==> config.mk <==
export PLATFORM = sky130hd
export DESIGN_NAME = jtframe_prog_loader
export DESIGN_NICKNAME = d
export VERILOG_FILES = /design/src/rtl/jtframe_prog_pkg.sv /design/src/rtl/jtframe_prog_fifo.sv /design/src/rtl/jtframe_prog_loader.sv
export SDC_FILE = /design/constraint.sdc
export NUM_CORES = 1
export LEC_CHECK = 0
export BUFFER_PORTS_ARGS = -buffer_cell sky130_fd_sc_hd__buf_4
export CAP_MARGIN = 20
export CORE_MARGIN = 2
export CORE_UTILIZATION = 50
export DETAILED_ROUTE_END_ITERATION = 6
export PLACE_DENSITY = 0.69
export SLEW_MARGIN = 20
export SYNTH_ARGS = -nofsm -noshare
export SYNTH_HDL_FRONTEND = slang
export SYNTH_SLANG_ARGS = --single-unit
==> constraint.sdc <==
create_clock -name clk_rom -period 2.9 [get_ports clk_rom]
set_input_delay 0.145 -clock clk_rom [delete_from_list [all_inputs] [get_ports clk_rom]]
set_output_delay 0.145 -clock clk_rom [all_outputs]
set_load 0.01 [all_outputs]
==> src/rtl/jtframe_prog_pkg.sv <==
// Shared types for the ROM download to SDRAM programming path.
package jtframe_prog_pkg;

  typedef struct packed {
    logic [1:0]  bank;
    logic [22:0] offset;
    logic [7:0]  data;
  } prog_entry_t;

  typedef enum logic [1:0] {
    IDLE = 2'd0,
    REQ  = 2'd1,
    GAP  = 2'd2
  } state_t;

  localparam logic [1:0] MASK_NONE = 2'b11;

  // Active-low lane enable for a byte offset: even bytes go to the low lane.
  function automatic logic [1:0] lane_mask(input logic odd);
    return odd ? 2'b01 : 2'b10;
  endfunction

endpackage

==> src/rtl/jtframe_prog_fifo.sv <==
// Small synchronous FIFO; a push and a pop in the same cycle are both taken,
// even when full, so a draining consumer never causes a drop.
module jtframe_prog_fifo #(
  parameter int FIFO_AW = 2,
  parameter int W       = 8
) (
  input  logic         clk_i,
  input  logic         rst_i,
  input  logic         push_i,
  input  logic [W-1:0] din_i,
  input  logic         pop_i,
  output logic [W-1:0] dout_o,
  output logic         full_o,
  output logic         empty_o,
  output logic         drop_o
);

  localparam logic [FIFO_AW:0] DEPTH = {1'b1, {FIFO_AW{1'b0}}};

  logic [W-1:0]       mem_q [2**FIFO_AW];
  logic [FIFO_AW-1:0] wr_q, wr_d;
  logic [FIFO_AW-1:0] rd_q, rd_d;
  logic [FIFO_AW:0]   cnt_q, cnt_d;
  logic               push_ok, pop_ok;

  assign full_o  = (cnt_q == DEPTH);
  assign empty_o = (cnt_q == '0);
  assign pop_ok  = pop_i & ~empty_o;
  assign push_ok = push_i & (~full_o | pop_ok);
  assign drop_o  = push_i & ~push_ok;
  assign dout_o  = mem_q[rd_q];

  always_comb begin
    wr_d  = push_ok ? wr_q + 1'b1 : wr_q;
    rd_d  = pop_ok  ? rd_q + 1'b1 : rd_q;
    cnt_d = cnt_q;
    if (push_ok && !pop_ok) cnt_d = cnt_q + 1'b1;
    if (!push_ok && pop_ok) cnt_d = cnt_q - 1'b1;
  end

  always_ff @(posedge clk_i) begin
    if (push_ok) mem_q[wr_q] <= din_i;
  end

  always_ff @(posedge clk_i or posedge rst_i) begin
    if (rst_i) begin
      wr_q  <= '0;
      rd_q  <= '0;
      cnt_q <= '0;
    end else begin
      wr_q  <= wr_d;
      rd_q  <= rd_d;
      cnt_q <= cnt_d;
    end
  end

endmodule

==> src/rtl/jtframe_prog_loader.sv <==
// Turns byte-wide ROM download writes into banked SDRAM programming requests
// and keeps dwnld_busy high until everything is committed plus a settle time.
module jtframe_prog_loader
  import jtframe_prog_pkg::*;
#(
  parameter logic [24:0] HEADER      = 25'd0,
  parameter logic [24:0] BA1_START   = 25'h10_0000,
  parameter logic [24:0] BA2_START   = 25'h20_0000,
  parameter logic [24:0] BA3_START   = 25'h30_0000,
  parameter logic [24:0] ROM_END     = 25'h40_0000,
  parameter int          FIFO_AW     = 2,
  parameter int          POST_CYCLES = 16
) (
  input  logic        clk_rom,
  input  logic        rst,
  input  logic        downloading,
  input  logic        ioctl_rom_wr,
  input  logic [24:0] ioctl_addr,
  input  logic [7:0]  ioctl_data,
  input  logic        prog_rdy,
  output logic [21:0] prog_addr,
  output logic [7:0]  prog_data,
  output logic [1:0]  prog_mask,
  output logic [1:0]  prog_bank,
  output logic        prog_we,
  output logic        dwnld_busy,
  output logic        overflow,
  output state_t      prog_st
);

  localparam logic [22:0] BA1_OFS = BA1_START[22:0];
  localparam logic [22:0] BA2_OFS = BA2_START[22:0];
  localparam logic [22:0] BA3_OFS = BA3_START[22:0];
  localparam int          CW      = $clog2(POST_CYCLES + 1);
  localparam logic [CW-1:0] POST_LAST = CW'(POST_CYCLES - 1);

  logic [25:0]  rel_w;
  logic [24:0]  r_w;
  logic         in_range_w, push_w, pop_w;
  logic [1:0]   bank_w;
  logic [22:0]  base_w;
  prog_entry_t  push_entry, head;
  logic         fifo_empty, fifo_full, fifo_drop;

  state_t       state_q;
  logic [21:0]  addr_q;
  logic [7:0]   data_q;
  logic [1:0]   mask_q, bank_q;
  logic         we_q, busy_q, ovf_q, dl_q;
  logic [CW-1:0] post_cnt_q;

  // Bit 25 of the widened difference is the borrow: address inside the header.
  assign rel_w      = {1'b0, ioctl_addr} - {1'b0, HEADER};
  assign r_w        = rel_w[24:0];
  assign in_range_w = !rel_w[25] && (r_w < ROM_END);
  assign push_w     = ioctl_rom_wr && downloading && in_range_w;

  always_comb begin
    bank_w = 2'd0;
    base_w = 23'd0;
    if (r_w >= BA3_START) begin
      bank_w = 2'd3;
      base_w = BA3_OFS;
    end else if (r_w >= BA2_START) begin
      bank_w = 2'd2;
      base_w = BA2_OFS;
    end else if (r_w >= BA1_START) begin
      bank_w = 2'd1;
      base_w = BA1_OFS;
    end
    push_entry.bank   = bank_w;
    push_entry.offset = r_w[22:0] - base_w;
    push_entry.data   = ioctl_data;
  end

  jtframe_prog_fifo #(
    .FIFO_AW (FIFO_AW),
    .W       ($bits(prog_entry_t))
  ) u_fifo (
    .clk_i   (clk_rom),
    .rst_i   (rst),
    .push_i  (push_w),
    .din_i   (push_entry),
    .pop_i   (pop_w),
    .dout_o  (head),
    .full_o  (fifo_full),
    .empty_o (fifo_empty),
    .drop_o  (fifo_drop)
  );

  // prog_we is a valid level: once raised, all prog_* hold until the cycle
  // prog_rdy is sampled high with it; that cycle is the transfer and the pop.
  assign pop_w = (state_q == REQ) && prog_rdy;

  always_ff @(posedge clk_rom or posedge rst) begin
    if (rst) begin
      state_q <= IDLE;
      addr_q  <= '0;
      data_q  <= '0;
      mask_q  <= MASK_NONE;
      bank_q  <= '0;
      we_q    <= 1'b0;
    end else begin
      case (state_q)
        IDLE: if (!fifo_empty) begin
          addr_q  <= head.offset[22:1];
          data_q  <= head.data;
          bank_q  <= head.bank;
          mask_q  <= lane_mask(head.offset[0]);
          we_q    <= 1'b1;
          state_q <= REQ;
        end
        REQ: if (prog_rdy) begin
          we_q    <= 1'b0;
          mask_q  <= MASK_NONE;
          state_q <= GAP;
        end
        GAP:     state_q <= IDLE;
        default: state_q <= IDLE;
      endcase
    end
  end

  // Settle counter only runs once the download has ended and the path is drained.
  always_ff @(posedge clk_rom or posedge rst) begin
    if (rst) begin
      dl_q       <= 1'b0;
      busy_q     <= 1'b0;
      ovf_q      <= 1'b0;
      post_cnt_q <= '0;
    end else begin
      dl_q <= downloading;
      if (downloading) begin
        busy_q     <= 1'b1;
        post_cnt_q <= '0;
      end else if (busy_q && fifo_empty && state_q == IDLE) begin
        if (post_cnt_q == POST_LAST) busy_q <= 1'b0;
        else post_cnt_q <= post_cnt_q + 1'b1;
      end else begin
        post_cnt_q <= '0;
      end
      if (downloading && !dl_q) ovf_q <= 1'b0;
      if (fifo_drop) ovf_q <= 1'b1;
    end
  end

  assign prog_addr  = addr_q;
  assign prog_data  = data_q;
  assign prog_mask  = mask_q;
  assign prog_bank  = bank_q;
  assign prog_we    = we_q;
  assign dwnld_busy = busy_q;
  assign overflow   = ovf_q;
  assign prog_st    = state_q;

endmodule

* After elaboration in Yosys (flattened, before gate mapping)
Memories as Yosys holds them, arrays and structs flattened. Index checks and enable logic that the tools add are counted.
Storage, ports and cells: register bits 52, output and inout bits 39, word-level logic and storage cells 87, bits of input ports 38, memories kept 1, RAM bits 132
Memory list:
- u_fifo.mem_q | words 4, bits a word 33, rd ports 1, clocked after Yosys merged registers in 0, write ports 1, RTL line jtframe_prog_fifo.sv:20 | logic [W-1:0] mem_q [2**FIFO_AW];
Operators by class: muxes and demuxes 28, add/subtract/negate cells 6, reduce and logical (&&, ||, !) cells 22, magnitude comparators 4, bitwise logic cells 7, eq/ne operators 6
Operators with widths (number):
- greater-or-equal comparator 25 x 22 -> 1 bit (second input constant) | 2
- two-way mux 22 bit | 2
- greater-or-equal comparator 25 x 21 -> 1 bit (second input constant) | 1
- less-than comparator 25 x 23 -> 1 bit (second input constant) | 1
- subtractor 23 bit | 1
- two-way mux 21 bit | 1
- two-way mux 5 bit | 3
- two-way mux 2 bit | 7
- two-way mux 1 bit | 10
- nonzero test 2 bit | 5
- logical AND 1 bit | 8
- one-hot mux 2 bit (2 select lines) | 2
- two-way mux 3 bit | 2
- AND reduction 2 bit | 3
- adder 5 x 1 -> 5 bit (second input constant) | 1
- == test 5 x 4 -> 1 bit (second input constant) | 1
- adder 2 x 1 -> 2 bit (second input constant) | 2
- inequality test 2 bit (second input constant) | 2
- adder 3 x 1 -> 3 bit (second input constant) | 1
- AND 1 bit | 3
- == test 3 bit (second input constant) | 1
- logical NOT 1 bit | 3
- logical NOT 3 bit | 1
- inequality test 3 bit (second input constant) | 1
- other kinds (7) | 9

* Logic depth before layout (Yosys ltp)
Gate-level depths: netlist of run 1.
depth after elaboration 8, gate-level depth with buffers 8

* Cells and area by module
Synthesis of run 1 repeated with hierarchy kept, for this count alone.
Second synthesis, totals: cells, all modules 355, area total of the unflattened synthesis 7125.6 um^2
Modules (own cells, without submodules):
- jtframe_prog_fifo | times used 1, cells an instance 228, area an instance 5281.3 um^2
- jtframe_prog_loader | times used 1, cells an instance 127, area an instance 1844.3 um^2

* Least setup slack after synthesis of run 1
Ideal clock, no wire load.
path kind flip-flop to flip-flop, start point register state_q[1] (netlist: prog_st[1]), end point memory u_fifo.mem_q[0][0] (netlist bit) (enable), setup slack 619 ps, library setup time 393 ps, arrival 1887 ps, cell stages (with the launch flop) 5, data required time 2507 ps, path through dfrtp_1 -> nand3b_1 -> nand3_1 -> nor2b_2 -> and2_1
Between the ends: word-level cells in the longest chain between the ends 7
RTL lines:
- from (decl) | RTL line jtframe_prog_loader.sv:45 | state_t state_q;
- from (signal assigned) | RTL line jtframe_prog_loader.sv:97 | state_q <= IDLE;
- from (signal assigned) | RTL line jtframe_prog_loader.sv:111 | state_q <= REQ;
- from (signal assigned) | RTL line jtframe_prog_loader.sv:116 | state_q <= GAP;
- == test 2 x 1 -> 1 bit | RTL line jtframe_prog_loader.sv:93 | assign pop_w = (state_q == REQ) && prog_rdy;
- logical AND 1 bit | RTL line jtframe_prog_loader.sv:93
- AND 1 bit | RTL line jtframe_prog_fifo.sv:28 | assign pop_ok = pop_i & ~empty_o;
- bitwise OR 1 bit | RTL line jtframe_prog_fifo.sv:29 | assign push_ok = push_i & (~full_o | pop_ok);
- AND 1 bit | RTL line jtframe_prog_fifo.sv:29
- two-way mux 1 bit | RTL line jtframe_prog_fifo.sv:42 | if (push_ok) mem_q[wr_q] <= din_i;
- two-way mux 1 bit (not written as such) | RTL line jtframe_prog_fifo.sv:42
- to (decl) | RTL line jtframe_prog_fifo.sv:20
Every way passes these cells.

* Worst setup path in the final report of run 1
start point register state_q[1] (netlist: prog_st[1]), end point memory u_fifo.mem_q[1][14] (netlist bit) (enable)
Same word-level chain as after synthesis.

==> results of run 1 <==
-- cell usage in the layout, fill, tap and decap left out, types with 2 or more instances in the layout --
| cell type | netlist | layout |
|---|---|---|
| inv_8 | 0 | 2 |
| nor2b_1 | 2 | 2 |
| clkinvlp_4 | 0 | 2 |
| nand4_1 | 4 | 4 |
| dfrtp_1 | 50 | 48 |
| o21ai_0 | 4 | 4 |
| clkbuf_8 | 0 | 2 |
| mux2i_1 | 2 | 2 |
| clkinv_2 | 0 | 4 |
| and2_2 | 0 | 4 |
| buf_4 | 1 | 81 |
| nor3_1 | 2 | 2 |
| inv_1 | 13 | 12 |
| mux2_4 | 5 | 5 |
| mux2_2 | 28 | 28 |
| dlygate4sd3_1 | 0 | 31 |
| nor2_1 | 12 | 12 |
| mux4_1 | 5 | 5 |
| ha_1 | 7 | 7 |
| fa_1 | 2 | 2 |
| nand3_1 | 3 | 3 |
| nand2_1 | 6 | 6 |
| buf_12 | 1 | 4 |
| dfrtp_2 | 0 | 2 |
| a21oi_1 | 3 | 3 |
| edfxtp_1 | 132 | 132 |
| mux4_2 | 28 | 28 |
| xor2_1 | 3 | 3 |
| clkbuf_16 | 0 | 17 |
| inv_6 | 0 | 2 |
| xnor2_1 | 5 | 5 |
| dfstp_2 | 2 | 2 |
-- per-stage QoR --
stage / cell area, um^2 / hold slack [ps] / utilization [%] / std cells
6_report: 8860 / 144 / 63.6 / 672
5_1_grt: 8860 / 165 / 63.6 / 672
4_1_cts: 8860 / 120 / 63.6 / 672
3_5_place_dp: 7980 / 288 / 57.2 / 609
3_3_place_gp: 7980 / 286 / 57.2 / 609
2_1_floorplan: 7180 / 176 / - / 357
-- worst paths after layout --
kind                                start                  end  slack [ps]  cells past startpoint
max                            prog_st[1]  u_fifo.mem_q[1][14]         660                      5
min                        ioctl_addr[24]             overflow         140                      4
max reg2reg                    prog_st[1]  u_fifo.mem_q[1][14]         660                      5
min reg2reg                    prog_st[1]           prog_st[0]         500                      1
max in group asynchronous             rst         prog_mask[0]        1610                      4
min in group asynchronous             rst        prog_addr[10]         450                      3
-- kinds of logic after synthesis --
group           share of synthesized area (%)
compound gates                           1.59
xor+xnor                                0.976
fa+ha+maj                                1.78
buf+inv                                  2.48
flops                                    73.4
mux                                      16.3
simple gates                             3.45
-- per-layer routing --
layer  vias up  global-route usage [%]
li1       1637                       -
met1      1802                    22.4
met2        85                    29.5
met3        14                    4.03
met4         0                    7.88
met5         -                       0
-- worst max-delay path, stage by stage (launching register included) --
cell,delay (ps)
dfrtp_1,410
nand3b_1,300
nand3_1,180
nor2b_2,270
and2_2,500
buf_4,280
-- where the power goes --
group	total, W	switching, W	internal (W)
combinational	0.00212	0.000830	0.00129
sequential	0.00356	0.000368	0.00319
clock	0.00219	0.000954	0.00124
total	0.00787	0.00215	0.00572
-- registers in the layout, indices dropped and copies added, names as in the netlist, 2 cells and up --
signal        cells
post_cnt_q        5
u_fifo.mem_q    132
prog_mask         2
prog_bank         2
u_fifo.rd_q       2
u_fifo.wr_q       2
u_fifo.cnt_q      3
prog_data         8
prog_addr        22
prog_st           2
-- timing repair --
| item | CTS | global route |
|---|---|---|
| hold buffers | 31 | 0 |
| hold endpoints to repair | 149 | 0 |
| resized for setup | 0 | 0 |
-- cell type report --
type | instances | area [um^2]
tap | 180 | 225
sequential | 184 | 5270
clock inverter | 12 | 114
inverter | 14 | 52.6
multi-input combinational | 146 | 1740
fill | 961 | 5080
timing repair buffer | 116 | 998
clock buffer | 20 | 457
-- synthesized netlist by cell type (2+ instances only) --
cell type / count
dfrtp_1: 50
edfxtp_1: 132
mux2_4: 5
a21oi_1: 3
and2_1: 4
xnor2_1: 5
nor2_1: 12
mux2i_1: 2
mux4_1: 5
inv_1: 13
nand2_1: 6
fa_1: 2
xor2_1: 3
nand3_1: 3
mux4_2: 28
nand2b_1: 2
ha_1: 7
clkbuf_1: 4
buf_6: 6
dfstp_2: 2
nand4_1: 4
nor2b_1: 2
mux2_2: 28
o21ai_0: 4
nor3_1: 2
==> metrics.txt, run 1 <==
Hold Path Class input port to flop; port bufs 76; Tmin final between 2000 and 2500 ps; Cells after Synth 357; Final Power 0.00787 W; post-CTS setup buffers 0; die area 15300 um^2; layout cell share with drive strength beyond 1 38.8%; Synth Cell Area 7180 um^2; initial antenna violation count 0; Synth Flop Type edfxtp_1; sequential area share after synthesis 73.4%; vias in the first global route 3700; post-DP HPWL 7830 um; Syn Area/Cell 20.1 um^2; critical path required time 3030 ps; Row Count 43; status complete, but fails checks; met3 routed WL 450 um; largest net degree at the start of global routing 36; period utilization 77.3%; highest metal used met4; Clock Tree Buf Depth 2; clk_lat worst skew 420 ps; synth unique cells 48; Initial Utilization 51.5%; Chip Height 124 um; die width between 100 and 150 um; flops & latches, synth 184; root buf cell clkbuf_16; kind of critical path flop to flop; max-capacitance violation count 0; Diodes inserted 0; Setup Skew around 6 ps; worst setup margin 657 ps; RSZ-0062 raised after global routing false; fin. max-slew vios 0; synth-to-layout area growth 23.4%; Vias around 3500; Vias/cell 5.26; asr flop ratio synth between 20% and 30%; Final #Nets 526; H-Tree Level Count 4; DR WL/cell 18.0 um; post-synth net total 404; dpl ws about 660 ps; drt total wl about 12000 um; met1 wire length 5110 um; P_leak 3.32 nW; violated checks DRC; top cell type's share of synthesized area 55.2%; Num CTS Buffers 17; setup TNS 0 ps; first-pass GRT wire length 19500 um; leading area contributor after synthesis edfxtp_1; CP endpoint kind flop; CP max FO 18; clock slew at reported path FFs 60 ps; Setup Viol. Count Final 0; EDFF count, synth 132; Synth area leaders edfxtp_1, dfrtp_1, mux4_2, mux2_2, mux4_1; total track usage 17.7%; DRC 1; Slew @ Worst Pin 850 ps; GR Overflow Total 0; clock sinks 184; VDD IR-drop max 480 uV; Final Hold Vio Count 0; synth warn 0; Starting DRT DRC Count about 260; Core Area 13900 um^2; slew margin rel. 43.2%; I/O Pins 77; Fmax 446 MHz; PD cells 889 nW/um^2; CTS tree yes; GPL Wtd Cong 0.813; CP Launch Type flop; Final ANT Viol Nets 0; Arr. time, crit path 2370 ps; met2 WL 6340 um; Pre-antenna DRT Iters 7
(Power assumes the default switching activity.)
==> inputs of run 2 (changes only) <==
--- a/config.mk
+++ b/config.mk
@@ -10,7 +10,7 @@
 export CORE_MARGIN = 2
 export CORE_UTILIZATION = 50
 export DETAILED_ROUTE_END_ITERATION = 6
-export PLACE_DENSITY = 0.69
+export PLACE_DENSITY = 0.71
 export SLEW_MARGIN = 20
 export SYNTH_ARGS = -nofsm -noshare
 export SYNTH_HDL_FRONTEND = slang
==> constraint.sdc (replaced) <==
create_clock -name clk_rom -period 1.8 [get_ports clk_rom]
set_input_delay 0.09 -clock clk_rom [delete_from_list [all_inputs] [get_ports clk_rom]]
set_output_delay 0.09 -clock clk_rom [all_outputs]
set_load 0.01 [all_outputs]
==> metrics.txt, run 2 (synthesized netlist as in run 1, its figures left out) <==
Num CTS Buffers 17; Hold Path Class input port to flop; Final Hold Vio Count 0; Setup Viol. Count Final 0; P_leak 3.52 nW; Clock Tree Buf Depth 2; Critical-path top delay cell dlygate4sd3_1; slew margin rel. 71.3%; clk_lat worst skew ~420 ps; dpl ws -11.9 ps; post-DP HPWL ~8600 um; HP Start ioctl_addr[20]; worst setup margin roughly 17 ps; Final #Nets 551; kind of critical path input port to flop; RSZ-0062 raised after global routing true; Pre-antenna DRT Iters 4; GR Overflow Total 0; CTS tree yes; commonest non-fill, non-tap cell in the layout edfxtp_1; Starting DRT DRC Count about 260; Most common cell on crit path nand2_2; H-Tree Level Count 4; fin. max-slew vios 0; Setup Skew roughly 12 ps; synth-to-layout area growth 28.8%; Final ANT Viol Nets 0; CP Launch Type input port; R2R setup slack between 15 and 20 ps; Initial Utilization 51.5%; PD cells 1430 nW/um^2; VDD IR-drop max around 770 uV; Diodes inserted 0; DP Area 8240 um^2; Slew @ Worst Pin 429 ps; clock slew at reported path FFs 60 ps; Hold Path End u_fifo.mem_q[0][31]; Vias/cell roughly 5.3; DR WL/cell 19.1 um; max-capacitance violation count 0; root buf cell clkbuf_16; drt total wl about 13000 um; port bufs 76; status complete, no violations; first-pass GRT wire length 20000 um; Chip Height 124 um; hold path depth 3; die width approximately 120 um; layout cell share with drive strength beyond 1 42.0%; reg2reg start prog_st[1]; DRC 0; CP max FO 5; initial antenna violation count 0; Tmin final 1780 ps; GPL Wtd Cong 0.764; Vias ~3700; die area 15300 um^2; period utilization 99.0%; R2R depth 6; most frequent cells in the layout edfxtp_1, buf_4, dfrtp_1, dlygate4sd3_1; total track usage a little under a fifth; critical path required time 2160 ps; Row Count 43; max reg flops around 130; I/O Pins 77; Fmax around 560 MHz; clock sinks 184; Reg with most FFs u_fifo.mem_q; Arr. time, crit path 2140 ps; CP endpoint kind flop; Final Cell Area 9250 um^2; reg2reg end u_fifo.cnt_q[2]; # fillers 942; Crit path largest cell delay 540 ps; Core Area 13900 um^2; largest net degree at the start of global routing 36; CP Cell Sequence dlygate4sd3_1 > buf_4 > and2_0 > nand2_2 > nand2_2 > fa_2 > or4_4 > nand3_2; vias in the first global route 3775
-- run 2: area by class of cell --
type / instances / area (um^2) / area share, %
clock buffers: 23 / 458 / 4.95
clock inverters: 9 / 125 / 1.35
inverters: 14 / 52.6 / 0.568
multi-input cells: 146 / 1770 / 19.1
flip-flops and latches: 184 / 5270 / 57.0
well taps: 180 / 225 / 2.44
repair buffers: 141 / 1350 / 14.5
-- run 2: repair_timing --
| action | in CTS | in global routing |
|---|---|---|
| setup buffers | 0 | 2 |
| endpoints found under the setup margin | 1 | 133 |
| pin swaps | 0 | 7 |
| hold buffers | 31 | 0 |
| endpoints found under the hold margin | 132 | 0 |
| resized for setup | 2 | 10 |
| cloned | 0 | 3 |
-- run 2: how the worst max path moves through the flow --
stage | start | end | slack [ps] | depth (start not counted)
after floorplan | prog_st[1] | u_fifo.mem_q[0][0] | -160 | 4
after global placement | prog_st[1] | u_fifo.cnt_q[2] | 50 | 6
after detailed placement | prog_st[1] | u_fifo.cnt_q[2] | -10 | 6
after CTS | prog_st[1] | u_fifo.mem_q[0][23] | 3 | 6
after global routing | prog_st[1] | u_fifo.cnt_q[2] | -50 | 6
final | downloading | u_fifo.cnt_q[2] | 20 | 8
-- run 2: through the flow --
| step | hold slack [ps] | utilization, % | instances | power [W] | TNS (ps) |
|---|---|---|---|---|---|
| final | 78.4 | 66.4 | 697 | 0.0132 | 0 |
| after global routing | 97.1 | 66.4 | 697 | 0.0139 | -1410 |
| after CTS | 52.7 | 65.6 | 692 | 0.0133 | 0 |
| after detailed placement | 128 | 59.1 | 629 | 0.00961 | -11.9 |
| after global placement | 118 | 59.1 | 629 | 0.00952 | 0 |
| after floorplan | 121 | - | 357 | 0.00811 | -21260 |
-- run 2: per-layer routing --
metal  up-vias  GRT usage (%)  wire (um)
met4         0           7.67        195
met5         -              0          0
met2        92           29.2       6900
li1       1686              -          -
met1      1913           24.2       5530
met3        13           4.85        664
-- run 2: worst max-delay path, delay by kind of cell --
kind / cells / cell delay [ps]
adders and majority gates: 1 / 370
buffers and inverters: 2 / 700
and+or+nand+nor: 5 / 970
-- run 2: where the power goes --
group          total (W)  switching, W  internal [W]
Sequential       0.00553      0.000387       0.00514
Clock            0.00366       0.00145       0.00221
Combinational    0.00404       0.00166       0.00238
